==> src/rtl/mux4_arbiter.sv <==
// Four-way round-robin arbiter that muxes the owning requester's data onto out.
// Define MUX4_ARBITER_TIMEOUT_EN to add the grant hold timeout and requester masking.
module mux4_arbiter #(
  parameter int WIDTH    = 64,
  parameter int HOLD_MAX = 16
) (
  input  logic             clk,
  input  logic             reset,
  input  logic [3:0]       req,
  input  logic [WIDTH-1:0] data0,
  input  logic [WIDTH-1:0] data1,
  input  logic [WIDTH-1:0] data2,
  input  logic [WIDTH-1:0] data3,
  output logic [3:0]       grant,
  output logic             sel1,
  output logic             sel0,
  output logic             busy,
  output logic [WIDTH-1:0] out,
  output logic             expired
);

  typedef enum logic {IDLE, OWN} state_t;

  if (HOLD_MAX < 1 || HOLD_MAX > 255) begin : g_bad_hold
    $error("HOLD_MAX must be in 1..255");
  end

  state_t     state_q, state_d;
  logic [3:0] grant_q, grant_d;
  logic [1:0] idx_q, idx_d;
  logic [1:0] last_q, last_d;
  logic       busy_q, busy_d;
  logic [3:0] elig;
  logic [1:0] pick;
  logic [1:0] cand;
  logic       found;

`ifdef MUX4_ARBITER_TIMEOUT_EN
  localparam logic [7:0] HOLD = 8'(HOLD_MAX);
  logic [7:0] cnt_q, cnt_d;
  logic [3:0] mask_q, mask_d;
  logic       exp_q, exp_d;

  assign elig    = req & ~mask_q;
  assign expired = exp_q;
`else
  assign elig    = req;
  assign expired = 1'b0;
`endif

  // Search starts one past the last owner and wraps.
  always_comb begin
    pick  = 2'd0;
    cand  = 2'd0;
    found = 1'b0;
    for (int k = 1; k <= 4; k++) begin
      cand = last_q + 2'(k);
      if (!found && elig[cand]) begin
        pick  = cand;
        found = 1'b1;
      end
    end
  end

  always_comb begin
    state_d = state_q;
    grant_d = grant_q;
    idx_d   = idx_q;
    last_d  = last_q;
    busy_d  = busy_q;
`ifdef MUX4_ARBITER_TIMEOUT_EN
    cnt_d   = cnt_q;
    mask_d  = mask_q & req;
    exp_d   = 1'b0;
`endif
    unique case (state_q)
      IDLE: begin
        if (found) begin
          state_d = OWN;
          grant_d = 4'b0001 << pick;
          idx_d   = pick;
          busy_d  = 1'b1;
`ifdef MUX4_ARBITER_TIMEOUT_EN
          cnt_d   = 8'd1;
`endif
        end
      end
      OWN: begin
        if (!req[idx_q]) begin
          state_d = IDLE;
          grant_d = 4'b0000;
          busy_d  = 1'b0;
          last_d  = idx_q;
`ifdef MUX4_ARBITER_TIMEOUT_EN
          cnt_d   = 8'd0;
        end else if (cnt_q >= HOLD) begin
          state_d        = IDLE;
          grant_d        = 4'b0000;
          busy_d         = 1'b0;
          last_d         = idx_q;
          cnt_d          = 8'd0;
          mask_d[idx_q]  = 1'b1;
          exp_d          = 1'b1;
        end else begin
          cnt_d = cnt_q + 8'd1;
`endif
        end
      end
    endcase
  end

  always_ff @(posedge clk or posedge reset) begin
    if (reset) begin
      state_q <= IDLE;
      grant_q <= 4'b0000;
      idx_q   <= 2'd0;
      last_q  <= 2'd3;
      busy_q  <= 1'b0;
`ifdef MUX4_ARBITER_TIMEOUT_EN
      cnt_q   <= 8'd0;
      mask_q  <= 4'b0000;
      exp_q   <= 1'b0;
`endif
    end else begin
      state_q <= state_d;
      grant_q <= grant_d;
      idx_q   <= idx_d;
      last_q  <= last_d;
      busy_q  <= busy_d;
`ifdef MUX4_ARBITER_TIMEOUT_EN
      cnt_q   <= cnt_d;
      mask_q  <= mask_d;
      exp_q   <= exp_d;
`endif
    end
  end

  logic [WIDTH-1:0] mux;

  always_comb begin
    mux = '0;
    unique case (idx_q)
      2'd0: mux = data0;
      2'd1: mux = data1;
      2'd2: mux = data2;
      2'd3: mux = data3;
    endcase
  end

  assign grant = grant_q;
  assign sel1  = idx_q[1];
  assign sel0  = idx_q[0];
  assign busy  = busy_q;
  assign out   = busy_q ? mux : '0;

endmodule

==> config.mk <==
export PLATFORM = sky130hd
export DESIGN_NAME = mux4_arbiter
export DESIGN_NICKNAME = d
export VERILOG_FILES = /design/src/rtl/mux4_arbiter.sv
export SDC_FILE = /design/constraint.sdc
export NUM_CORES = 1
export LEC_CHECK = 0
export BUFFER_PORTS_ARGS = -buffer_cell sky130_fd_sc_hd__buf_2
export CAP_MARGIN = 20
export CORE_AREA = 2 2 130 132
export CTS_CLUSTER_SIZE = 12
export DETAILED_ROUTE_END_ITERATION = 8
export DIE_AREA = 0 0 132 134
export PLACE_DENSITY = 0.43
export SLEW_MARGIN = 20
export SYNTH_ARGS = -nofsm -noshare
export SYNTH_HDL_FRONTEND = slang
export SYNTH_SLANG_ARGS = --single-unit
export TNS_END_PERCENT = 50
==> constraint.sdc <==
create_clock -name clk -period 2.2 [get_ports clk]
set_clock_uncertainty 0.2 [all_clocks]
set_input_delay 0.44 -clock clk [delete_from_list [all_inputs] [get_ports clk]]
set_output_delay 0.44 -clock clk [all_outputs]
set_load 0.05 [all_outputs]
==> results.md <==
- Outcome: finished with violations
- Failing checks: negative setup slack
- Worst path max stage delay: 0.49 ns
- Clk Latency, worst-skew pair: 0.24 ns
- Number of I/O pins: 334
- First-pass GRT wire length: 19.7 mm
- Hold Crit Class: register to register
- Dpl hpwl: 11.5 mm
- Maxcap violations: 0
- Via-to-Cell Ratio: 4.36
- Power Density: 1780 mW/mm2
- Final WS setup: -0.293 ns
- Die area: 0.0177 mm2
- Core Footprint: 0.0163 mm2
- Seq. cell area: 259 um2
- Post-synth ARST share: 100%
- Slowest CP cell: mux4_2
- GRT overflow: 0
- Cells after synthesis: 196
- Rows: 47
- Initial core utilization: 15.4%
- Vias in the first global route: 3368
- Min Tclk post-route: 2.49 ns
- Layout cell share with drive strength beyond 1: 93.2%
- Clock buffer count from CTS: 3
- CTS tree: yes
- Worst VDD drop: 0.000865 V
- ANT nets after route: 0
- Detailed-route DRC error count: 0
- CP Capture Type: primary output
- Post-synth EDFFs: 0
- Fmax: 0.401 GHz
- First DRT Iteration DRCs: 130
- Critical Path, Cell by Cell: buf_12 > buf_8 > mux4_2 > and2_4 > buf_2
- Design area: 0.00526 mm2
- CP Buf/Inv Count: 3
- RSZ-0062 raised after global routing: true
- Total number of yosys warnings: 0
- PortBufs: 332
- ANT cells: 0
- Crit path from: idx_q[0]
- Setup TNS: -16.16 ns
- Initial antenna violation count: 0
- Highest-count cells in the layout ignoring fill and taps: buf_2 (277), mux4_2 (65), and2_4 (63)
- Synth Net Count: 458
- Multi-input logic area: 0.00225 mm2
- Final Slew Violations: 0
- CP Launch Type: register
- DRT Pass-1 Iters: 6
- Sequential area share after synthesis: 10.1%
- CP max FO: 7
- Leakage power: 0.00257 uW
- Hold Violations, Final: 0
- Yosys reg bits: 10
- Kind of cell adding the most delay to the critical path: buffers and inverters
- GPL Wtd Cong: 0.892
- Hold_sp: grant[1]
- Placed Area: 0.00457 mm2
- Die W: 132 um
- WL per Instance: 19.3 um
- Period Utilization, post-route: 113%
- Vias after detailed routing: 3256
- Clock root cell: clkbuf_16
- Largest net degree at the start of global routing: 36
- Die height: 134 um
- GRT Total Usage: 14.1%
- Mapped cell area: 0.00251 mm2
- Arr. time, crit path: 1.85 ns
- Top FF cell, synth: dfrtp_1
- Fillers: 1694
- Final setup vio count: 64
- Mean Syn Cell Area: 12.8 um2
- Clk sinks: 10
- Final nets: 790
- CTS H-tree depth: 1
- Reg clk slew, reported paths: 0.04 ns
- Crit path kind: register to primary output
- Netlist cell types: 30
- Data required, critical path: 1.56 ns
- Routed WL: 14.4 mm
- Commonest non-fill, non-tap cell in the layout: buf_2
- Area Overhead vs Synth: 110%
- R2R Path Start: idx_q[0]
- Final Util: 32.3%
- Max Root-Sink Buffers: 2
layer usage:
| layer | share of wire [%] | vias to the layer above | global-route usage [%] |
|---|---|---|---|
| met3 | 7.6 | 13 | 2.87 |
| met4 | 1.1 | 0 | 1.15 |
| met5 | 0 | - | 0 |
| li1 | - | 1446 | - |
| met2 | 53 | 176 | 26.6 |
| met1 | 38 | 1621 | 17.2 |
worst register-to-register path, stage by stage (launching register included):
cell       delay [ns]
dfrtp_4          0.50
clkbuf_16        0.17
buf_12           0.14
buf_4            0.14
buf_6            0.12
mux4_2           0.27
nand2b_4         0.20
mux2_4           0.31
path summary, 6_finish.rpt:
check / end / slack [ns] / cells past startpoint
max: out[24] / -0.29 / 5
min: grant[1] / 0.32 / 1
max reg2reg: last_q[1] / 0.09 / 7
min reg2reg: grant[1] / 0.32 / 1
max in group asynchronous: idx_q[0] / 0.94 / 3
min in group asynchronous: grant[2] / 0.53 / 3
report_power, final:
| group | leakage, uW | switching (uW) | internal (uW) |
|---|---|---|---|
| combinational | 0.00241 | 4620 | 3970 |
| sequential | 0.000118 | 91.9 | 296 |
| clock | 0.0000442 | 89.2 | 274 |
| total | 0.00257 | 4810 | 4540 |
flip-flops by register name, indices dropped and copies added (netlist names):
| signal | count |
|---|---|
| last_q | 2 |
| state_q | 1 |
| idx_q | 2 |
| grant | 4 |
| busy | 1 |
cell usage after synthesis, drive strengths merged, types with 3 or more instances:
cell type	number	share of area, %
a32o	4	1.6
and2	64	16
buf	17	5.2
clkbuf	8	1.2
dfrtp	8	8.0
mux4	65	58
nand2	3	0.45
nand2b	4	1.3
what timing repair did:
| action | CTS | global route |
|---|---|---|
| setup endpoints to repair | 64 | 64 |
| hold endpoints to repair | 5 | 0 |
| hold buffers | 1 | 0 |
| pin swaps | 0 | 0 |
| gates cloned | 0 | 5 |
| gates resized for setup | 0 | 181 |
| buffers inserted | 0 | 5 |
per-stage QoR:
step	hold slack, ns	cells	power (uW)	setup WS, ns
floorplan	0.0787	196	6270	-0.142
global placement	0.245	732	7540	-0.0709
detailed placement	0.249	732	7570	-0.0912
CTS	0.322	737	7960	-0.343
global route	0.330	747	9750	-0.350
finish	0.321	747	9350	-0.293
kinds of logic (layout without fill, tap and decap cells):
kind of cell           Yosys count  count (layout)  share of synthesized area (%)
AND/OR/NAND/NOR                 77              77                           19.0
multiplexers                    68              68                           59.9
buffers and inverters           27             358                           6.73
AO/OA/AOI/OAI                   13              13                           4.09
flip-flops                      10              10                           10.1
other                            1               1                          0.149
cell type report:
type / count / area share (%)
sequential: 10 / 4.92
clock buffer: 4 / 1.69
multi-input combinational: 159 / 42.7
timing repair buffer: 352 / 45.4
tap: 220 / 5.23
inverter: 2 / 0.143
Power figures use the tool's default switching activity.
